## src/rtl/dac_pkg.sv

```systemverilog
// Shared constants and FSM state encoding for the DAC playback path.
// The DAC data register block imports the same constants.
package dac_pkg;

    localparam int DEPTH  = 256;
    localparam int ADDR_W = $clog2(DEPTH);
    localparam int DATA_W = 12;

    typedef enum logic [1:0] {
        IDLE  = 2'd0,
        LOAD  = 2'd1,
        DRAIN = 2'd2,
        PLAY  = 2'd3
    } state_t;

endpackage

```

## src/rtl/dac_playback_ctrl_if.sv

```systemverilog
// Valid/ready sample stream from the IFFT core into the playback controller.
interface dac_playback_ctrl_if;
    import dac_pkg::*;

    logic              s_valid;
    logic              s_ready;
    logic [DATA_W-1:0] s_data;
    logic              s_last;

    modport master (output s_valid, output s_data, output s_last, input s_ready);
    modport slave  (input s_valid, input s_data, input s_last, output s_ready);

endinterface

```

## src/rtl/dac_playback_ctrl.sv

```systemverilog
// Loads one IFFT frame into the playback buffer, validates its length against
// s_last, and only enables looped playback of a complete frame.
module dac_playback_ctrl
    import dac_pkg::*;
(
    input  logic                   clk,
    input  logic                   reset,
    input  logic                   load_req,
    input  logic                   play_en,
    dac_playback_ctrl_if.slave     stream,
    output logic                   wr_en,
    output logic [ADDR_W-1:0]      wr_addr,
    output logic [DATA_W-1:0]      wr_data,
    output logic                   data_en,
    output logic                   loaded,
    output logic                   frame_err,
    output logic [15:0]            frame_count
);

    state_t            state;
    state_t            next_state;
    logic [ADDR_W-1:0] idx;
    logic              hs;
    logic              at_end;
    logic              start_load;
    logic              load_good;
    logic              load_bad;

    always_ff @(posedge clk) begin
        if (reset) begin
            state <= IDLE;
        end else begin
            state <= next_state;
        end
    end

    always_comb begin
        hs         = stream.s_valid && stream.s_ready;
        at_end     = (idx == ADDR_W'(DEPTH - 1));
        start_load = 1'b0;
        load_good  = 1'b0;
        load_bad   = 1'b0;
        next_state = state;
        case (state)
            IDLE: begin
                if (load_req) begin
                    next_state = LOAD;
                    start_load = 1'b1;
                end else if (play_en && loaded) begin
                    next_state = PLAY;
                end
            end
            LOAD: begin
                if (hs) begin
                    if (at_end && stream.s_last) begin
                        load_good  = 1'b1;
                        next_state = play_en ? PLAY : IDLE;
                    end else if (at_end) begin
                        load_bad   = 1'b1;
                        next_state = DRAIN;
                    end else if (stream.s_last) begin
                        load_bad   = 1'b1;
                        next_state = IDLE;
                    end
                end
            end
            DRAIN: begin
                if (load_req) begin
                    next_state = LOAD;
                    start_load = 1'b1;
                end else if (hs && stream.s_last) begin
                    next_state = IDLE;
                end
            end
            PLAY: begin
                if (load_req) begin
                    next_state = LOAD;
                    start_load = 1'b1;
                end else if (!play_en) begin
                    next_state = IDLE;
                end
            end
            default: next_state = IDLE;
        endcase
    end

    // s_ready tracks next_state so it is already high in the first LOAD cycle;
    // idx may wrap after the final write but LOAD is always left at that point.
    always_ff @(posedge clk) begin
        if (reset) begin
            stream.s_ready <= 1'b0;
            wr_en          <= 1'b0;
            wr_addr        <= '0;
            wr_data        <= '0;
            data_en        <= 1'b0;
            loaded         <= 1'b0;
            frame_err      <= 1'b0;
            frame_count    <= '0;
            idx            <= '0;
        end else begin
            stream.s_ready <= (next_state == LOAD) || (next_state == DRAIN);
            data_en        <= (state == PLAY);
            wr_en          <= hs && (state == LOAD);
            if (hs && (state == LOAD)) begin
                wr_addr <= idx;
                wr_data <= stream.s_data;
                idx     <= idx + ADDR_W'(1);
            end
            if (start_load) begin
                idx       <= '0;
                loaded    <= 1'b0;
                frame_err <= 1'b0;
            end
            if (load_good) begin
                loaded      <= 1'b1;
                frame_count <= frame_count + 16'd1;
            end
            if (load_bad) begin
                frame_err <= 1'b1;
            end
        end
    end

endmodule

```

## src/flat_wrapper.sv

```systemverilog
// flat-port wrapper written by rule: the top's interface ports become plain ports
module dac_playback_ctrl_flat import dac_pkg::*;
  (clk, reset, load_req, play_en, wr_en, wr_addr, wr_data, data_en, loaded, frame_err, frame_count, stream_s_valid, stream_s_data, stream_s_last, stream_s_ready);
  dac_playback_ctrl_if stream_i ();
  input  logic clk;
  input  logic reset;
  input  logic load_req;
  input  logic play_en;
  output logic wr_en;
  output logic [ADDR_W-1:0] wr_addr;
  output logic [DATA_W-1:0] wr_data;
  output logic data_en;
  output logic loaded;
  output logic frame_err;
  output logic [15:0] frame_count;
  input wire logic [$bits(stream_i.s_valid)-1:0] stream_s_valid;
  input wire logic [$bits(stream_i.s_data)-1:0] stream_s_data;
  input wire logic [$bits(stream_i.s_last)-1:0] stream_s_last;
  output wire logic [$bits(stream_i.s_ready)-1:0] stream_s_ready;
  assign stream_i.s_valid = stream_s_valid;
  assign stream_i.s_data = stream_s_data;
  assign stream_i.s_last = stream_s_last;
  assign stream_s_ready = stream_i.s_ready;
  dac_playback_ctrl u_core (.clk(clk), .reset(reset), .load_req(load_req), .play_en(play_en), .stream(stream_i), .wr_en(wr_en), .wr_addr(wr_addr), .wr_data(wr_data), .data_en(data_en), .loaded(loaded), .frame_err(frame_err), .frame_count(frame_count));
endmodule
```

## config.mk

```make
export PLATFORM = sky130hd
export DESIGN_NAME = dac_playback_ctrl_flat
export DESIGN_NICKNAME = d
export VERILOG_FILES = /design/src/rtl/dac_pkg.sv /design/src/rtl/dac_playback_ctrl_if.sv /design/src/rtl/dac_playback_ctrl.sv /design/src/flat_wrapper.sv
export SDC_FILE = /design/constraint.sdc
export NUM_CORES = 1
export LEC_CHECK = 0
export CAP_MARGIN = 10
export CORE_UTILIZATION = 45
export CTS_CLUSTER_SIZE = 25
export DETAILED_ROUTE_END_ITERATION = 12
export HOLD_SLACK_MARGIN = 0.05
export PLACE_DENSITY = 0.74
export SYNTH_ARGS = -nofsm -noshare
export SYNTH_HDL_FRONTEND = slang
export SYNTH_SLANG_ARGS = --single-unit
```

## constraint.sdc

```tcl
create_clock -name clk -period 2.5 [get_ports clk]
set_input_delay 0.375 -clock clk [delete_from_list [all_inputs] [get_ports clk]]
set_output_delay 0.375 -clock clk [all_outputs]
set_load 0.05 [all_outputs]
```

==> results of run 1 <==
synthesized netlist by cell type (2+ instances only):
cell,n,area share (%)
sky130_fd_sc_hd__a21oi_1,25,5.9
sky130_fd_sc_hd__xnor2_1,7,2.9
sky130_fd_sc_hd__ha_1,3,1.8
sky130_fd_sc_hd__xor2_1,14,5.8
sky130_fd_sc_hd__nor2_1,27,4.8
sky130_fd_sc_hd__buf_4,4,1.4
sky130_fd_sc_hd__dfxtp_1,51,48
sky130_fd_sc_hd__inv_1,4,0.71
sky130_fd_sc_hd__and4_1,2,0.83
sky130_fd_sc_hd__nor2b_1,2,0.59
sky130_fd_sc_hd__nand2b_1,3,0.89
sky130_fd_sc_hd__nand4b_1,2,0.83
sky130_fd_sc_hd__o22ai_1,2,0.59
sky130_fd_sc_hd__or3_1,2,0.59
sky130_fd_sc_hd__nand2_1,54,9.6
sky130_fd_sc_hd__and3_1,5,1.5
sky130_fd_sc_hd__o21ai_0,4,0.95
sky130_fd_sc_hd__clkbuf_1,8,1.4
sky130_fd_sc_hd__nand4_1,5,1.5
sky130_fd_sc_hd__nor3_1,2,0.47
sky130_fd_sc_hd__nand3_1,9,2.1
power by group through the flow:
stage / sequential (µW) / clock, µW / combinational, µW
finish: 830 / 450 / 119
global route: 832 / 499 / 128
CTS: 830 / 471 / 120
detailed placement: 849 / 0 / 120
global placement: 849 / 0 / 119
floorplan: 868 / 0 / 50.4
worst paths after layout:
check	startpoint	end	depth (start not counted)
worst max register to register	u_core.idx[0]	u_core.frame_count[9]	9
worst max-delay path	u_core.idx[0]	u_core.frame_count[9]	9
worst min-delay path	u_core.wr_data[0]	u_core.wr_data[0]	2
worst min register to register	u_core.wr_data[0]	u_core.wr_data[0]	2
metrics by stage:
stage / cell area [µm²] / setup WS, ps
CTS: 2800 / 386
global placement: 2710 / 353
detailed placement: 2710 / 319
floorplan: 2110 / 431
global route: 2800 / 154
finish: 2800 / 369
metal layers:
layer	vias up	part of all wire (%)	routed length (µm)	global-route usage, %
met2	47	47	2080	29.9
met4	0	0.98	43	6.67
li1	942	-	-	-
met1	849	45	1970	21.1
met3	6	6.7	294	6.20
met5	-	0	0	0
logic make-up (layout without fill, tap and decap cells):
family                   Yosys count  after routing  share of synthesized area [%]
AO/OA/AOI/OAI                     38             38                           10.2
XOR/XNOR                          21             21                           8.72
adder cells (fa/ha/maj)            3              3                           1.78
buffers and inverters             18             74                           4.04
flip-flops                        51             51                           48.4
AND/OR/NAND/NOR                  119            119                           26.8
critical path, delay by kind of cell, from the launching register on:
| family | cells | cell delay (ps) |
|---|---|---|
| fa+ha+maj | 2 | 390 |
| flops | 1 | 420 |
| simple gates | 6 | 1040 |
| xor+xnor | 1 | 170 |
sequential cells by signal, indices dropped and copies added (netlist names):
| signal | cells |
|---|---|
| u_core.loaded | 1 |
| u_core.wr_en | 1 |
| u_core.state | 2 |
| u_core.stream.s_ready | 1 |
| u_core.data_en | 1 |
| u_core.frame_count | 16 |
| u_core.idx | 8 |
| u_core.wr_data | 12 |
| u_core.frame_err | 1 |
| u_core.wr_addr | 8 |
final cells by class:
| class | count | area share (%) |
|---|---|---|
| Tap cell | 52 | 2.33 |
| Inverter | 4 | 0.537 |
| Clock buffer | 7 | 2.73 |
| Multi-Input combinational cell | 181 | 35.9 |
| Timing Repair Buffer | 62 | 21.8 |
| Sequential cell | 51 | 36.5 |
| Clock inverter | 1 | 0.179 |
==> results.md, run 1 <==
Drt
* **number of detailed-routing iterations run before antenna repair** 4
* **DRC violation count after routing** 0
* **vias per inst** 5.15
* **via count** 1844
* **average wire length per cell after detail routing** 12.3 µm
* **first-iteration detailed-routing DRC count** 129
* **final wirelength** 4.39 mm
* **Routed Antenna Nets** 0

Floorplanning
* **boundary pin count** 59
* **starting density of the core** 47.8%
* **horizontal die dimension** 70.4 µm
* **height of the chip** 70.4 µm
* **total core area** 4410 µm²
* **Die Outline Area** 4960 µm²
* **count of standard-cell rows** 24

Worst setup path
* **CP max FO** 6
* **R2R Setup Slk** 370 ps
* **critical path type** register to register
* **CP Launch Type** register
* **CP cell instances** ha_1, nand4_1, nor2_1, ha_1, and4_1, and3_1, nand3_1, xor2_1, nor2_1
* **slowest CP cell** sky130_fd_sc_hd__dfxtp_1
* **data arrival time of the critical path** 2310 ps
* **critical path data required time** 2680 ps
* **delay of the slowest critical-path stage** 420 ps
* **endpoint type of the worst setup path** register

Place
* **cell count after placement** 350
* **routability congestion estimate** 0.806
* **Post-DP HPWL** 3.05 mm
* **IO buf count** 58

CTS
* **later-pin clock latency in the skew report** 290 ps
* **H-tree lvl count** 2
* **post-CTS setup buffer count** 0
* **post-cts sizing count** 0
* **clock sink count** 51
* **CTS tree** yes
* **hold-fix buffers at CTS** 0
* **buffer type at the clock tree root** sky130_fd_sc_hd__clkbuf_8
* **maximum root-to-sink buffer count** 2
* **clk slew on worst S/H paths** 90 ps
* **Inserted Clock Buffers** 5

GRT
* **maximum number of pins on one net before global-route repair** 34
* **first-pass GRT wire length** 7.23 mm
* **vias in the first global route** 1713
* **antenna violations before repair** 0
* **global-route usage over all layers** 17.9%
* **total global routing overflow** 0

Logic synthesis
* **nets in the synthesized netlist** 271
* **syn avg cell area** 8.43 µm²
* **sequential area share after synthesis** 48.4%
* **count of flip-flops with a built-in enable after synthesis** 0
* **number of distinct library cell variants in the gate-level netlist after synthesis** 36
* **leading register cell type out of synthesis** sky130_fd_sc_hd__dfxtp_1
* **synth warn** 0
* **cell area after synthesis** 2110 µm²
* **fraction of registers with async set/reset** 0%
* **Post-Synthesis Cells** 250
* **number of register bits inferred by synthesis** 51

Final layout
* **fin cells** 358
* **layout cells sized above 1** 5.23%
* **area growth from synthesis to layout** 32.6%
* **FILL cells** 407
* **final layout net count** 326
* **most common cell after layout, fill and taps aside** sky130_fd_sc_hd__clkdlybuf4s50_1
* **area occupied by registers** 1020 µm²
* **area occupied by multi-input gates** 1000 µm²
* **Final Core Density** 63.3%
* **count of antenna diodes in the layout** 0
* **commonest non-fill, non-tap cells in the layout** sky130_fd_sc_hd__clkdlybuf4s50_1 (58), sky130_fd_sc_hd__nand2_1 (54), sky130_fd_sc_hd__dfxtp_1 (51)

Power
* **leakage component of the power** 0.000961 µW
* **cell internal pwr** 1070 µW
* **Peak VDD IR** 0.333 mV
* **Sw Ratio** 23.5%
* **clock group share of total power** 32.2%
* **power after layout** 1400 µW
* **Switching Power** 329 µW
* **cell area power density** 500 nW/µm²
* **proportion of power drawn by combinational gates** 8.5%
* **sequential fraction of design power** 59.3%

Timing
* **post-layout min period** 2130 ps
* **clock tree skew after final layout** 2.03 ps
* **final-report setup violation count** 0
* **Relative slew margins** 65.3%
* **part of the cycle the worst path needs** 85.2%
* **Highest Clock Rate** 469 MHz
* **number of slew-limit violations in the final report** 0
* **Tightest Pin Transition** 518 ps
* **total negative slack** 0 ps
* **final number of hold-violating endpoints** 0
* **smallest hold slack** 456 ps
* **unrepaired setup endpoints after global routing** false

Hold path
* **class of the worst hold path** register to register

Run
* **max cap viols** 0

Status
* **status** finished, final reports clean

Power figures use the tool's default switching activity.
==> run 2: changes to the inputs <==
--- a/config.mk
+++ b/config.mk
@@ -8,7 +8,7 @@
 export CAP_MARGIN = 10
-export CORE_UTILIZATION = 45
-export CTS_CLUSTER_SIZE = 25
+export CORE_UTILIZATION = 47
+export CTS_CLUSTER_SIZE = 8
 export DETAILED_ROUTE_END_ITERATION = 12
 export HOLD_SLACK_MARGIN = 0.05
-export PLACE_DENSITY = 0.74
+export PLACE_DENSITY = 0.77
 export SYNTH_ARGS = -nofsm -noshare
--- a/constraint.sdc
+++ b/constraint.sdc
@@ -3,2 +3,2 @@
 set_output_delay 0.375 -clock clk [all_outputs]
-set_load 0.05 [all_outputs]
+set_load 0.005 [all_outputs]
==> run 2 against run 1 <==
Effect of this change:
- combinational power down 18%
- sequential share of layout area down 0.34 points
- sequential power about the same
- clock skew up 2.1 ps
- hold slack better by 1.1 ps
- design area up 0.94%
- largest power group unchanged
==> results.md, run 2 (synthesis gave the netlist of run 1 again) <==
Final layout
* **area occupied by multi-input gates** 1000 µm²
* **area growth from synthesis to layout** 33.8%
* **count of antenna diodes in the layout** 0
* **layout cells sized above 1** 5.56%
* **Reg with most FFs** u_core.frame_count
* **area occupied by registers** 1020 µm²
* **biggest regs** u_core.frame_count x16, u_core.wr_data x12
* **FILL cells** 347
* **most common cell after layout, fill and taps aside** sky130_fd_sc_hd__clkdlybuf4s50_1
* **final layout net count** 327
* **commonest non-fill, non-tap cells in the layout** sky130_fd_sc_hd__clkdlybuf4s50_1 (58), sky130_fd_sc_hd__nand2_1 (54), sky130_fd_sc_hd__dfxtp_1 (51)
* **number of flip-flops in the largest register** 16
* **fin cells** 356

Floorplanning
* **boundary pin count** 59
* **count of standard-cell rows** 23
* **horizontal die dimension** 69.0 µm
* **total core area** 4140 µm²
* **Die Outline Area** 4760 µm²
* **starting density of the core** 50.9%
* **height of the chip** 69.0 µm

Worst setup path
* **CP Launch Type** register
* **CP cell instances** ha_1, nand4_1, nor2_1, ha_1, and4_1, and3_1, nand4_1, xor2_1, nor2_1
* **CP max FO** 6
* **critical path data required time** 2690 ps
* **slowest CP cell** sky130_fd_sc_hd__dfxtp_1
* **data arrival time of the critical path** 2280 ps
* **delay of the slowest critical-path stage** 430 ps
* **critical path type** register to register
* **endpoint type of the worst setup path** register

Timing
* **part of the cycle the worst path needs** 83.7%
* **unrepaired setup endpoints after global routing** false
* **Highest Clock Rate** 478 MHz
* **Tightest Pin Transition** 429 ps
* **total negative slack** 0 ps
* **final number of hold-violating endpoints** 0
* **Relative slew margins** 71.3%
* **final-report setup violation count** 0
* **number of slew-limit violations in the final report** 0
* **post-layout min period** 2090 ps
* **clock tree skew after final layout** 4.14 ps

Power
* **Peak VDD IR** 0.384 mV
* **cell area power density** 521 nW/µm²
* **leakage component of the power** 0.000975 µW

CTS
* **H-tree lvl count** 2
* **CTS tree** yes
* **buffer type at the clock tree root** sky130_fd_sc_hd__clkbuf_8
* **later-pin clock latency in the skew report** 300 ps
* **maximum root-to-sink buffer count** 2
* **post-CTS setup buffer count** 0
* **clock sink count** 51
* **post-cts sizing count** 0
* **Inserted Clock Buffers** 5
* **hold-fix buffers at CTS** 0
* **clk slew on worst S/H paths** 80 ps

Place
* **routability congestion estimate** 0.779
* **IO buf count** 58
* **cell count after placement** 349
* **Post-DP HPWL** 3.15 mm

GRT
* **total global routing overflow** 0
* **vias in the first global route** 1577
* **first-pass GRT wire length** 6.95 mm
* **antenna violations before repair** 0
* **global-route usage over all layers** 19.8%
* **maximum number of pins on one net before global-route repair** 27

Drt
* **Routed Antenna Nets** 0
* **number of detailed-routing iterations run before antenna repair** 4
* **vias per inst** 5.29
* **first-iteration detailed-routing DRC count** 120
* **via count** 1885
* **final wirelength** 4.50 mm
* **DRC violation count after routing** 0
* **average wire length per cell after detail routing** 12.6 µm

Run
* **max cap viols** 0

Status
* **status** finished, final reports clean

Hold path
* **class of the worst hold path** register to register

## run 2: cell type report
cell class,count,area share (%)
multi-input combinational,181,35.5
clock buffer,6,2.57
clock inverter,1,1.06
timing repair buffer,63,21.9
sequential,51,36.2
inverter,4,0.532
tap,50,2.22
## run 2: critical path, delay by kind of cell (launching register included)
| family | cells | cell delay [ps] |
|---|---|---|
| XOR/XNOR | 1 | 150 |
| AND/OR/NAND/NOR | 6 | 1030 |
| adder cells (fa/ha/maj) | 2 | 390 |
| flip-flops | 1 | 430 |
## run 2: worst paths after layout
check	slack, ps	cells after the start	to	from
setup / recovery	410	9	u_core.frame_count[7]	u_core.idx[0]
hold / removal	460	2	u_core.wr_data[2]	u_core.wr_data[2]
setup reg to reg	410	9	u_core.frame_count[7]	u_core.idx[0]
hold reg to reg	460	2	u_core.wr_data[2]	u_core.wr_data[2]
## run 2: metal layers
layer  track usage [%]  vias to the layer above  routed length [µm]
met1              24.5                      889                2040
met4              9.95                        0                  74
li1                  -                      945                   -
met3              4.77                        9                 199
met5                 0                        -                   0
met2              31.7                       42                2190
## run 2: where the power goes
| part | switching [µW] | total [µW] | internal, µW |
|---|---|---|---|
| combinational | 44.5 | 98.0 | 53.6 |
| sequential | 10.0 | 831 | 821 |
| clock | 249 | 542 | 293 |
| total | 303 | 1470 | 1170 |
## run 2: stage by stage
step / area, µm² / hold slack [ps] / util, % / setup slack, ps / total power (µW)
detailed placement: 2720 / 446 / 65.6 / 411 / 948
global route: 2820 / 480 / 68.1 / 181 / 1530
floorplan: 2110 / 453 / - / 461 / 896
finish: 2820 / 457 / 68.1 / 406 / 1470
global placement: 2720 / 442 / 65.6 / 441 / 947
CTS: 2820 / 458 / 68.1 / 399 / 1490
==> run 3: changes to the inputs <==
Clock period 2.5 ns to 2 ns, I/O delays scaled along.
==> run 3 against run 2 <==
Effect of this change:
- fmax rose by 13%
- global-route usage rose by 0.23 points
- largest cell class unchanged
- hold slack got worse by 0.61 ps
- clock skew rose by 1.5 ps
- critical path depth is 1 lower
- design area rose by 1.5%
- count of clock-buffer cells in the layout decreased by 1
- non-clock buffer count increased by 6
- critical path type unchanged
- wire length rose by 0.58%
- sequential power increased by 25%
- clock power up 6.6%
- register-to-register slack lost 260 ps
==> results.md, run 3 (synthesis gave the netlist of run 1 again) <==
Status
* **status** finished, final reports clean

Worst setup path
* **critical path data required time** 2240 ps
* **data arrival time of the critical path** 2100 ps
* **R2R Setup Slk** 140 ps
* **R2R depth** 8
* **endpoint of the most critical register-to-register path** u_core.frame_count[6]
* **Worst Setup SP** u_core.idx[0]
* **CP Launch Type** register
* **critical path type** register to register
* **endpoint of the worst setup timing path** u_core.frame_count[6]
* **startpoint of the worst register-to-register path** u_core.idx[0]
* **CP max FO** 8
* **endpoint type of the worst setup path** register

Power
* **sequential fraction of design power** 59.5%
* **leakage component of the power** 0.000992 µW
* **Sw Ratio** 23.3%
* **Switching Power** 406 µW
* **cell internal pwr** 1340 µW
* **clock group share of total power** 33.2%
* **cell area power density** 609 nW/µm²
* **proportion of power drawn by combinational gates** 7.3%
* **Peak VDD IR** 0.471 mV

Timing
* **unrepaired setup endpoints after global routing** true
* **total negative slack** 0 ps
* **clock tree skew after final layout** 5.66 ps
* **final-report setup violation count** 0
* **smallest hold slack** 456 ps
* **number of slew-limit violations in the final report** 0
* **worst path setup slack after routing** 142 ps
* **part of the cycle the worst path needs** 92.9%
* **Highest Clock Rate** 538 MHz
* **Relative slew margins** 79.0%
* **final number of hold-violating endpoints** 0
* **post-layout min period** 1860 ps
* **Tightest Pin Transition** 314 ps

Place
* **IO buf count** 58
* **routability congestion estimate** 0.793
* **DP Worst Slack** 75.6 ps
* **Post-DP HPWL** 3.24 mm
* **cell count after placement** 355

Floorplanning
* **boundary pin count** 59
* **count of standard-cell rows** 23
* **horizontal die dimension** 69.0 µm
* **total core area** 4140 µm²
* **Die Outline Area** 4760 µm²
* **starting density of the core** 50.9%
* **height of the chip** 69.0 µm

CTS
* **post-cts sizing count** 0
* **Inserted Clock Buffers** 5
* **later-pin clock latency in the skew report** 310 ps
* **CTS tree** yes
* **clock sink count** 51
* **buffer type at the clock tree root** sky130_fd_sc_hd__clkbuf_8
* **maximum root-to-sink buffer count** 2
* **H-tree lvl count** 2
* **post-CTS setup buffer count** 0
* **clk slew on worst S/H paths** 90 ps
* **hold-fix buffers at CTS** 0

GRT
* **antenna violations before repair** 0
* **first-pass GRT wire length** 6.94 mm
* **maximum number of pins on one net before global-route repair** 27
* **total global routing overflow** 0
* **global-route usage over all layers** 20.0%
* **vias in the first global route** 1593

Final layout
* **fin cells** 362
* **layout cells sized above 1** 9.62%
* **biggest regs** u_core.frame_count x16, u_core.wr_data x12
* **most common cell after layout, fill and taps aside** sky130_fd_sc_hd__clkdlybuf4s50_1
* **FILL cells** 349
* **Reg with most FFs** u_core.frame_count
* **final layout net count** 333
* **count of antenna diodes in the layout** 0
* **area growth from synthesis to layout** 35.8%
* **commonest non-fill, non-tap cells in the layout** sky130_fd_sc_hd__clkdlybuf4s50_1 (58), sky130_fd_sc_hd__nand2_1 (54), sky130_fd_sc_hd__dfxtp_1 (49)
* **number of flip-flops in the largest register** 16

Drt
* **Routed Antenna Nets** 0
* **via count** 1856
* **average wire length per cell after detail routing** 12.5 µm
* **DRC violation count after routing** 0
* **first-iteration detailed-routing DRC count** 71
* **number of detailed-routing iterations run before antenna repair** 4
* **vias per inst** 5.13
* **final wirelength** 4.52 mm

Hold path
* **class of the worst hold path** register to register
* **cell depth of the worst min-delay path** 2

Run
* **max cap viols** 0

## run 3: critical path, cell delays in order (launching register included)
cell                      delay [ps]
sky130_fd_sc_hd__dfxtp_2         340
sky130_fd_sc_hd__ha_2            190
sky130_fd_sc_hd__nand4_1         120
sky130_fd_sc_hd__nor2_1          130
sky130_fd_sc_hd__ha_2            190
sky130_fd_sc_hd__buf_4           150
sky130_fd_sc_hd__nand4_4         160
sky130_fd_sc_hd__or3_1           370
sky130_fd_sc_hd__a21oi_2         150
## run 3: area by class of cell
type / count / area (µm²) / area share (%)
tap: 50 / 62.6 / 2.19
multi-input combinational: 181 / 1020 / 35.5
clock inverter: 2 / 13.8 / 0.481
clock buffer: 5 / 68.8 / 2.40
inverter: 4 / 15.0 / 0.524
sequential: 51 / 1020 / 35.8
timing repair buffer: 69 / 663 / 23.2
## run 3: worst min path at each step
stage,startpoint,endpoint
5_1_grt,u_core.wr_data[8],u_core.wr_data[8]
6_report,u_core.wr_data[9],u_core.wr_data[9]
4_1_cts,u_core.wr_data[9],u_core.wr_data[9]
3_5_place_dp,u_core.wr_data[9],u_core.wr_data[9]
3_3_place_gp,u_core.wr_data[9],u_core.wr_data[9]
2_1_floorplan,stream_s_data[0],u_core.wr_data[0]
## run 3: stage by stage
| step | power (µW) | utilization [%] | cell area (µm²) |
|---|---|---|---|
| final | 1740 | 69.1 | 2860 |
| after global placement | 1190 | 66.8 | 2770 |
| after CTS | 1760 | 68.8 | 2850 |
| after floorplan | 1120 | - | 2120 |
| after global routing | 1800 | 69.1 | 2860 |
| after detailed placement | 1190 | 66.8 | 2770 |
## run 3: power by group through the flow
stage | logic [µW] | clock network (µW) | registers (µW)
finish | 126 | 578 | 1040
global route | 137 | 628 | 1040
CTS | 127 | 594 | 1040
detailed placement | 127 | 0 | 1060
global placement | 126 | 0 | 1060
floorplan | 63.0 | 0 | 1060
## run 3: per-layer routing
layer | part of all wire, % | GRT usage (%)
met4 | 1.8 | 9.69
met5 | 0 | 0
met2 | 50 | 35.6
met3 | 3.5 | 4.11
met1 | 45 | 22.5
